## src/rtl/mem_access_unit_if.sv

```systemverilog
// Bus bundle between the control unit / RAM side and the memory-access unit.
interface mem_access_unit_if #(
  parameter int unsigned ADDR_W = 8,
  parameter int unsigned DATA_W = 8
);
  logic              req;
  logic              we;
  logic              fetch;
  logic [ADDR_W-1:0] pc_in;
  logic [ADDR_W-1:0] addr_in;
  logic [DATA_W-1:0] wdata;
  logic              busy;
  logic              done;
  logic              err;
  logic [ADDR_W-1:0] mar;
  logic [DATA_W-1:0] rdata;
  logic [DATA_W-1:0] instr;
  logic              mem_en;
  logic              mem_we;
  logic [ADDR_W-1:0] mem_addr;
  logic [DATA_W-1:0] mem_wdata;
  logic [DATA_W-1:0] mem_rdata;

  // Control unit and RAM model side
  modport master (
    output req, we, fetch, pc_in, addr_in, wdata, mem_rdata,
    input  busy, done, err, mar, rdata, instr, mem_en, mem_we, mem_addr, mem_wdata
  );

  // Memory-access unit side
  modport slave (
    input  req, we, fetch, pc_in, addr_in, wdata, mem_rdata,
    output busy, done, err, mar, rdata, instr, mem_en, mem_we, mem_addr, mem_wdata
  );
endinterface

```

## src/rtl/mem_access_unit.sv

```systemverilog
// MAR/MDR memory-access controller: latches a fetch or data address, runs a multi-cycle
// RAM read/write with configurable wait states and returns data to instr or rdata.
module mem_access_unit #(
  parameter int unsigned ADDR_W      = 8,
  parameter int unsigned DATA_W      = 8,
  parameter int unsigned MEM_DEPTH   = 256,
  parameter int unsigned WAIT_CYCLES = 1
) (
  input logic               clk,
  input logic               rst,
  mem_access_unit_if.slave  bus
);

  localparam int unsigned CntW = (WAIT_CYCLES > 0) ? $clog2(WAIT_CYCLES + 1) : 1;

  typedef enum logic [1:0] {StIdle, StAccess, StDone} state_e;

  state_e            state_q;
  logic [CntW-1:0]   cnt_q;
  logic              fetch_q;
  logic              wr_q;
  logic              busy_q;
  logic              done_q;
  logic              err_q;
  logic              mem_en_q;
  logic              mem_we_q;
  logic [ADDR_W-1:0] mar_q;
  logic [DATA_W-1:0] rdata_q;
  logic [DATA_W-1:0] instr_q;
  logic [DATA_W-1:0] wdata_q;

  logic [ADDR_W-1:0] acc_addr;
  logic              acc_wr;
  logic              acc_oor;

  assign acc_addr = bus.fetch ? bus.pc_in : bus.addr_in;
  // A fetch is always a read, whatever we says
  assign acc_wr   = bus.we & ~bus.fetch;
  // One extra bit so MEM_DEPTH == 2**ADDR_W is representable
  assign acc_oor  = {1'b0, acc_addr} >= (ADDR_W + 1)'(MEM_DEPTH);

  // Access sequencer: accept in IDLE/DONE, hold ACCESS for WAIT_CYCLES+1 cycles, pulse DONE
  always_ff @(posedge clk) begin
    if (rst) begin
      state_q  <= StIdle;
      cnt_q    <= '0;
      fetch_q  <= 1'b0;
      wr_q     <= 1'b0;
      busy_q   <= 1'b0;
      done_q   <= 1'b0;
      err_q    <= 1'b0;
      mem_en_q <= 1'b0;
      mem_we_q <= 1'b0;
      mar_q    <= '0;
      rdata_q  <= '0;
      instr_q  <= '0;
      wdata_q  <= '0;
    end else begin
      unique case (state_q)
        StIdle, StDone: begin
          if (bus.req) begin
            mar_q   <= acc_addr;
            fetch_q <= bus.fetch;
            wr_q    <= acc_wr;
            wdata_q <= bus.wdata;
            cnt_q   <= CntW'(WAIT_CYCLES);
            if (acc_oor) begin
              // No RAM cycle: report completion with error straight away
              state_q  <= StDone;
              busy_q   <= 1'b0;
              done_q   <= 1'b1;
              err_q    <= 1'b1;
              mem_en_q <= 1'b0;
              mem_we_q <= 1'b0;
            end else begin
              state_q  <= StAccess;
              busy_q   <= 1'b1;
              done_q   <= 1'b0;
              err_q    <= 1'b0;
              mem_en_q <= 1'b1;
              mem_we_q <= acc_wr;
            end
          end else begin
            state_q <= StIdle;
            done_q  <= 1'b0;
            err_q   <= 1'b0;
          end
        end
        StAccess: begin
          if (cnt_q == '0) begin
            state_q  <= StDone;
            busy_q   <= 1'b0;
            done_q   <= 1'b1;
            err_q    <= 1'b0;
            mem_en_q <= 1'b0;
            mem_we_q <= 1'b0;
            if (!wr_q) begin
              if (fetch_q) instr_q <= bus.mem_rdata;
              else         rdata_q <= bus.mem_rdata;
            end
          end else begin
            cnt_q <= cnt_q - CntW'(1);
          end
        end
        default: state_q <= StIdle;
      endcase
    end
  end

  assign bus.busy      = busy_q;
  assign bus.done      = done_q;
  assign bus.err       = err_q;
  assign bus.mar       = mar_q;
  assign bus.rdata     = rdata_q;
  assign bus.instr     = instr_q;
  assign bus.mem_en    = mem_en_q;
  assign bus.mem_we    = mem_we_q;
  assign bus.mem_addr  = mar_q;
  assign bus.mem_wdata = wdata_q;

endmodule
```

## src/flat_wrapper.sv

```systemverilog
// flat-port wrapper written by rule: the top's interface ports become plain ports
module mem_access_unit_flat 
#(
  parameter int unsigned ADDR_W      = 8,
  parameter int unsigned DATA_W      = 8,
  parameter int unsigned MEM_DEPTH   = 256,
  parameter int unsigned WAIT_CYCLES = 1
)
  (clk, rst, bus_req, bus_we, bus_fetch, bus_pc_in, bus_addr_in, bus_wdata, bus_mem_rdata, bus_busy, bus_done, bus_err, bus_mar, bus_rdata, bus_instr, bus_mem_en, bus_mem_we, bus_mem_addr, bus_mem_wdata);
  mem_access_unit_if #(.ADDR_W(ADDR_W), .DATA_W(DATA_W)) bus_i ();
  input logic clk;
  input logic rst;
  input wire logic [$bits(bus_i.req)-1:0] bus_req;
  input wire logic [$bits(bus_i.we)-1:0] bus_we;
  input wire logic [$bits(bus_i.fetch)-1:0] bus_fetch;
  input wire logic [$bits(bus_i.pc_in)-1:0] bus_pc_in;
  input wire logic [$bits(bus_i.addr_in)-1:0] bus_addr_in;
  input wire logic [$bits(bus_i.wdata)-1:0] bus_wdata;
  input wire logic [$bits(bus_i.mem_rdata)-1:0] bus_mem_rdata;
  output wire logic [$bits(bus_i.busy)-1:0] bus_busy;
  output wire logic [$bits(bus_i.done)-1:0] bus_done;
  output wire logic [$bits(bus_i.err)-1:0] bus_err;
  output wire logic [$bits(bus_i.mar)-1:0] bus_mar;
  output wire logic [$bits(bus_i.rdata)-1:0] bus_rdata;
  output wire logic [$bits(bus_i.instr)-1:0] bus_instr;
  output wire logic [$bits(bus_i.mem_en)-1:0] bus_mem_en;
  output wire logic [$bits(bus_i.mem_we)-1:0] bus_mem_we;
  output wire logic [$bits(bus_i.mem_addr)-1:0] bus_mem_addr;
  output wire logic [$bits(bus_i.mem_wdata)-1:0] bus_mem_wdata;
  assign bus_i.req = bus_req;
  assign bus_i.we = bus_we;
  assign bus_i.fetch = bus_fetch;
  assign bus_i.pc_in = bus_pc_in;
  assign bus_i.addr_in = bus_addr_in;
  assign bus_i.wdata = bus_wdata;
  assign bus_i.mem_rdata = bus_mem_rdata;
  assign bus_busy = bus_i.busy;
  assign bus_done = bus_i.done;
  assign bus_err = bus_i.err;
  assign bus_mar = bus_i.mar;
  assign bus_rdata = bus_i.rdata;
  assign bus_instr = bus_i.instr;
  assign bus_mem_en = bus_i.mem_en;
  assign bus_mem_we = bus_i.mem_we;
  assign bus_mem_addr = bus_i.mem_addr;
  assign bus_mem_wdata = bus_i.mem_wdata;
  mem_access_unit #(.ADDR_W(ADDR_W), .DATA_W(DATA_W), .MEM_DEPTH(MEM_DEPTH), .WAIT_CYCLES(WAIT_CYCLES)) u_core (.clk(clk), .rst(rst), .bus(bus_i));
endmodule
```

## config.mk

```make
export PLATFORM = sky130hd
export DESIGN_NAME = mem_access_unit_flat
export DESIGN_NICKNAME = d
export VERILOG_FILES = /design/src/rtl/mem_access_unit_if.sv /design/src/rtl/mem_access_unit.sv /design/src/flat_wrapper.sv
export SDC_FILE = /design/constraint.sdc
export NUM_CORES = 1
export LEC_CHECK = 0
export ABC_AREA = 0
export BUFFER_PORTS_ARGS = -buffer_cell sky130_fd_sc_hd__buf_4
export CAP_MARGIN = 5
export CORE_MARGIN = 4
export CORE_UTILIZATION = 49
export DETAILED_ROUTE_END_ITERATION = 7
export PLACE_DENSITY = 0.84
export SLEW_MARGIN = 25
export SYNTH_ARGS = -nofsm -noshare
export SYNTH_HDL_FRONTEND = slang
export SYNTH_SLANG_ARGS = --single-unit
```

## constraint.sdc

```tcl
create_clock -name clk -period 3.3 [get_ports clk]
set_clock_uncertainty 0.2 [all_clocks]
set_input_delay 0.66 -clock clk [delete_from_list [all_inputs] [get_ports clk]]
set_output_delay 0.66 -clock clk [all_outputs]
set_load 0.05 [all_outputs]
```

==> results.md <==
- Data required time at the worst endpoint: 2.44 ns
- Count of unresolved DRC violations after routing: 0
- Register area share after synthesis: 47.8%
- Internal Pwr Total: 714 µW
- Met1 Resource Use GR: 20.2%
- Logic depth of the worst setup path including buffers: 1
- H-tree lvl count: 2
- Pin count of the biggest net entering global routing: 49
- Final hold violation count: 0
- Sum of net half-perimeters after detailed placement: 2860 µm
- Diodes inserted: 0
- Reported leakage power: 0.00108 µW
- Minimum clock period after layout: 1.80 ns
- Maximum fanout encountered on the critical timing path: 3
- Pre-Repair DR Iteration Count: 6
- Met3 Resource Use GR: 6.75%
- Count leader, synth: sky130_fd_sc_hd__dfxtp_1
- Sum Neg Setup Slack: 0 ns
- Global-route total usage across every layer: 18.3%
- Core footprint: 0.00315 mm²
- Share of post-route cells with drive strength above 1: 36.9%
- Mean instance size in the synthesized netlist: 9.57 µm²
- DR WL/cell: 12.9 µm
- Critical Path Sink Type: primary output
- Hold-fix buffers at CTS: 0
- WHS: 0.261 ns
- Drt initial violations: 72
- Max-slew violation total from the final report: 0
- Count of distinct cell types in the synthesized netlist: 23
- CTS root buffer: sky130_fd_sc_hd__clkbuf_4
- Ys async rst share: 0%
- Register-to-Register Path Depth: 3
- Standard cell with the maximum stage delay on the critical path: sky130_fd_sc_hd__dfxtp_1
- Combinational share of power: 26.0%
- F_max: 0.557 GHz
- CP bufs+invs: 1
- GR Layer Usage met2: 31.6%
- Number of enable-type register cells in the synthesized netlist: 0
- Overall Power: 1050 µW
- Vias post-DR: 1,387
- Type of the tightest min-delay check: flop to flop
- Number of antenna violations at the first check in global routing: 0
- Biggest area contributors in the synthesized netlist: sky130_fd_sc_hd__dfxtp_1, sky130_fd_sc_hd__mux2i_1, sky130_fd_sc_hd__nand2b_1
- Number of standard-cell rows in the floorplan: 20
- Most Used Layer, Global Route: met2
- Ports: 82
- Category of the most critical setup path: flop to primary output
- Detail Route Antenna Nets: 0
- Count of final setup violators: 0
- Number of flip-flops and latches in the synthesized netlist: 40
- Vias per cell: 4.82
- Clock transition at the register clock pins on the worst setup and hold paths after CTS: 0.11 ns
- Number of cells produced by synthesis: 175
- Vias in the first global route: 1,411
- Setup crit start kind: flop
- Routed WL: 3720 µm
- Final weighted congestion in routability-driven placement: 0.678
- Proportion of netlist area held by the largest area contributor: 47.8%
- Global-route wire length before repair: 6220 µm
- Flop-to-flop setup slack: 1.63 ns
- CP top delay family: flip-flops
- Count of filler cells inserted in the layout: 259
- CTS tree: done
- Count of port buffers added during placement: 80
- VDD IR max: 0.000281 V
- Most used DFF post-synth: sky130_fd_sc_hd__dfxtp_1
- Net count, final: 280
- Total power per unit cell area: 463 mW/mm²
- Die area: 0.00442 mm²
- Switching power summed over all nets: 337 µW
- Warnings from Yosys: 0
- Startpoint of the most critical setup path: u_core.bus.mem_en$_SDFFE_PP0P_
- Endpoint of the most critical register-to-register path: u_core.bus.rdata[0]$_SDFFE_PP0P_
- Sink count of the clock tree: 40
- Number of gates resized after cts: 0
- Net switching share of the total power: 32.1%
- CP Data Arrival Time: 0.94 ns
- Latest clock arrival within the worst-skew pair: 0.33 ns
- Overflow left after global routing: 0
- Die W: 66.5 µm
- Sequential share of power: 50.3%
- Portion of the clock cycle consumed by the worst path in the final layout: 54.4%
- Critical path's largest stage delay: 0.38 ns
- Most instantiated cells after synthesis: sky130_fd_sc_hd__dfxtp_1, sky130_fd_sc_hd__nand2b_1, sky130_fd_sc_hd__mux2i_1
- RSZ-0062 raised after global routing: no
- Part of the total power dissipated in the clock network: 23.7%
- Setup fix buffers added after clock tree synthesis: 0
- Cell Chain, Critical Path: buf_4
- Cell taking the most area after synthesis: sky130_fd_sc_hd__dfxtp_1
- Number of buffers inserted during clock tree synthesis: 5
- Max-cap violations: 0
- Origin of the critical flop-to-flop path: u_core.state_q[0]$_SDFFE_PP0P_
- Area Overhead vs Synth: 35.7%
- Nets in the synthesized netlist: 212
- Combined area of all synthesized cells: 0.00167 mm²
- Outcome: complete, no violations
- Die height: 66.5 µm
- Largest buffer count on any clock path: 2
- Critical path endpoint: bus_busy
- Initial core utilization: 53.1%
[sequential cells by signal (all words and copies together) (netlist names), 2 cells and up]
name                  count
u_core.bus.mem_wdata      8
u_core.bus.instr          8
u_core.state_q            2
u_core.bus.rdata          8
u_core.bus.mar            8
[cell families (layout without fill, tap and decap cells)]
kind of cell	Yosys count	in the layout	share of synthesized area, %
buf+inv	21	90	7.92
other cells	1	1	0.224
mux	24	24	14.3
simple gates	66	66	21.4
compound gates	23	23	8.30
flops	40	40	47.8
[area by class of cell]
type / instances / area, µm² / area share (%)
Timing Repair Buffer: 82 / 616 / 27.1
Tap cell: 44 / 55.1 / 2.42
Sequential cell: 40 / 801 / 35.3
Multi-Input combinational cell: 114 / 741 / 32.6
Clock buffer: 8 / 58.8 / 2.59
[worst min path at each step]
stage	start	to	slack [ns]	cells after the start
after floorplan	u_core.fetch_q$_SDFFE_PP0P_	u_core.fetch_q$_SDFFE_PP0P_	0.26	2
after global placement	u_core.bus.mem_wdata[7]$_SDFFE_PP0P_	u_core.bus.mem_wdata[7]$_SDFFE_PP0P_	0.24	2
after detailed placement	u_core.bus.mem_wdata[5]$_SDFFE_PP0P_	u_core.bus.mem_wdata[5]$_SDFFE_PP0P_	0.25	2
after CTS	u_core.bus.mem_wdata[5]$_SDFFE_PP0P_	u_core.bus.mem_wdata[5]$_SDFFE_PP0P_	0.26	2
after global routing	u_core.bus.mem_wdata[5]$_SDFFE_PP0P_	u_core.bus.mem_wdata[5]$_SDFFE_PP0P_	0.29	2
final	u_core.bus.mem_wdata[6]$_SDFFE_PP0P_	u_core.bus.mem_wdata[6]$_SDFFE_PP0P_	0.26	2
[stage by stage]
| step | area, µm² | cells | worst slack, ns | utilization, % |
|---|---|---|---|---|
| floorplan | 1670 | 175 | 1.53 | - |
| global placement | 2210 | 280 | 1.64 | 70.2 |
| detailed placement | 2210 | 280 | 1.59 | 70.2 |
| CTS | 2270 | 288 | 1.48 | 72.0 |
| global route | 2270 | 288 | 1.44 | 72.0 |
| finish | 2270 | 288 | 1.50 | 72.0 |
[metal layers]
layer / wire length, µm / vias up
li1: - / 709
met1: 1530 / 621
met2: 1790 / 55
met3: 381 / 2
met4: 12 / 0
met5: 0 / -
[power groups by stage]
stage                     combinational, µW  sequential, µW  clock [µW]
after CTS                               276             529         258
after global placement                  272             539           0
after global routing                    291             533         278
final                                   274             528         249
after floorplan                         120             613           0
after detailed placement                275             540           0
[cell usage in the layout (no fill, tap or decap), types with 2 or more instances in the layout]
cell,n
sky130_fd_sc_hd__buf_4,82
sky130_fd_sc_hd__dfxtp_1,40
sky130_fd_sc_hd__nand2b_1,25
sky130_fd_sc_hd__mux2i_1,24
sky130_fd_sc_hd__nand2_1,19
sky130_fd_sc_hd__nor2_1,14
sky130_fd_sc_hd__a21oi_1,12
sky130_fd_sc_hd__a211oi_1,8
sky130_fd_sc_hd__clkbuf_4,5
sky130_fd_sc_hd__clkbuf_1,2
Power figures use the tool's default switching activity.
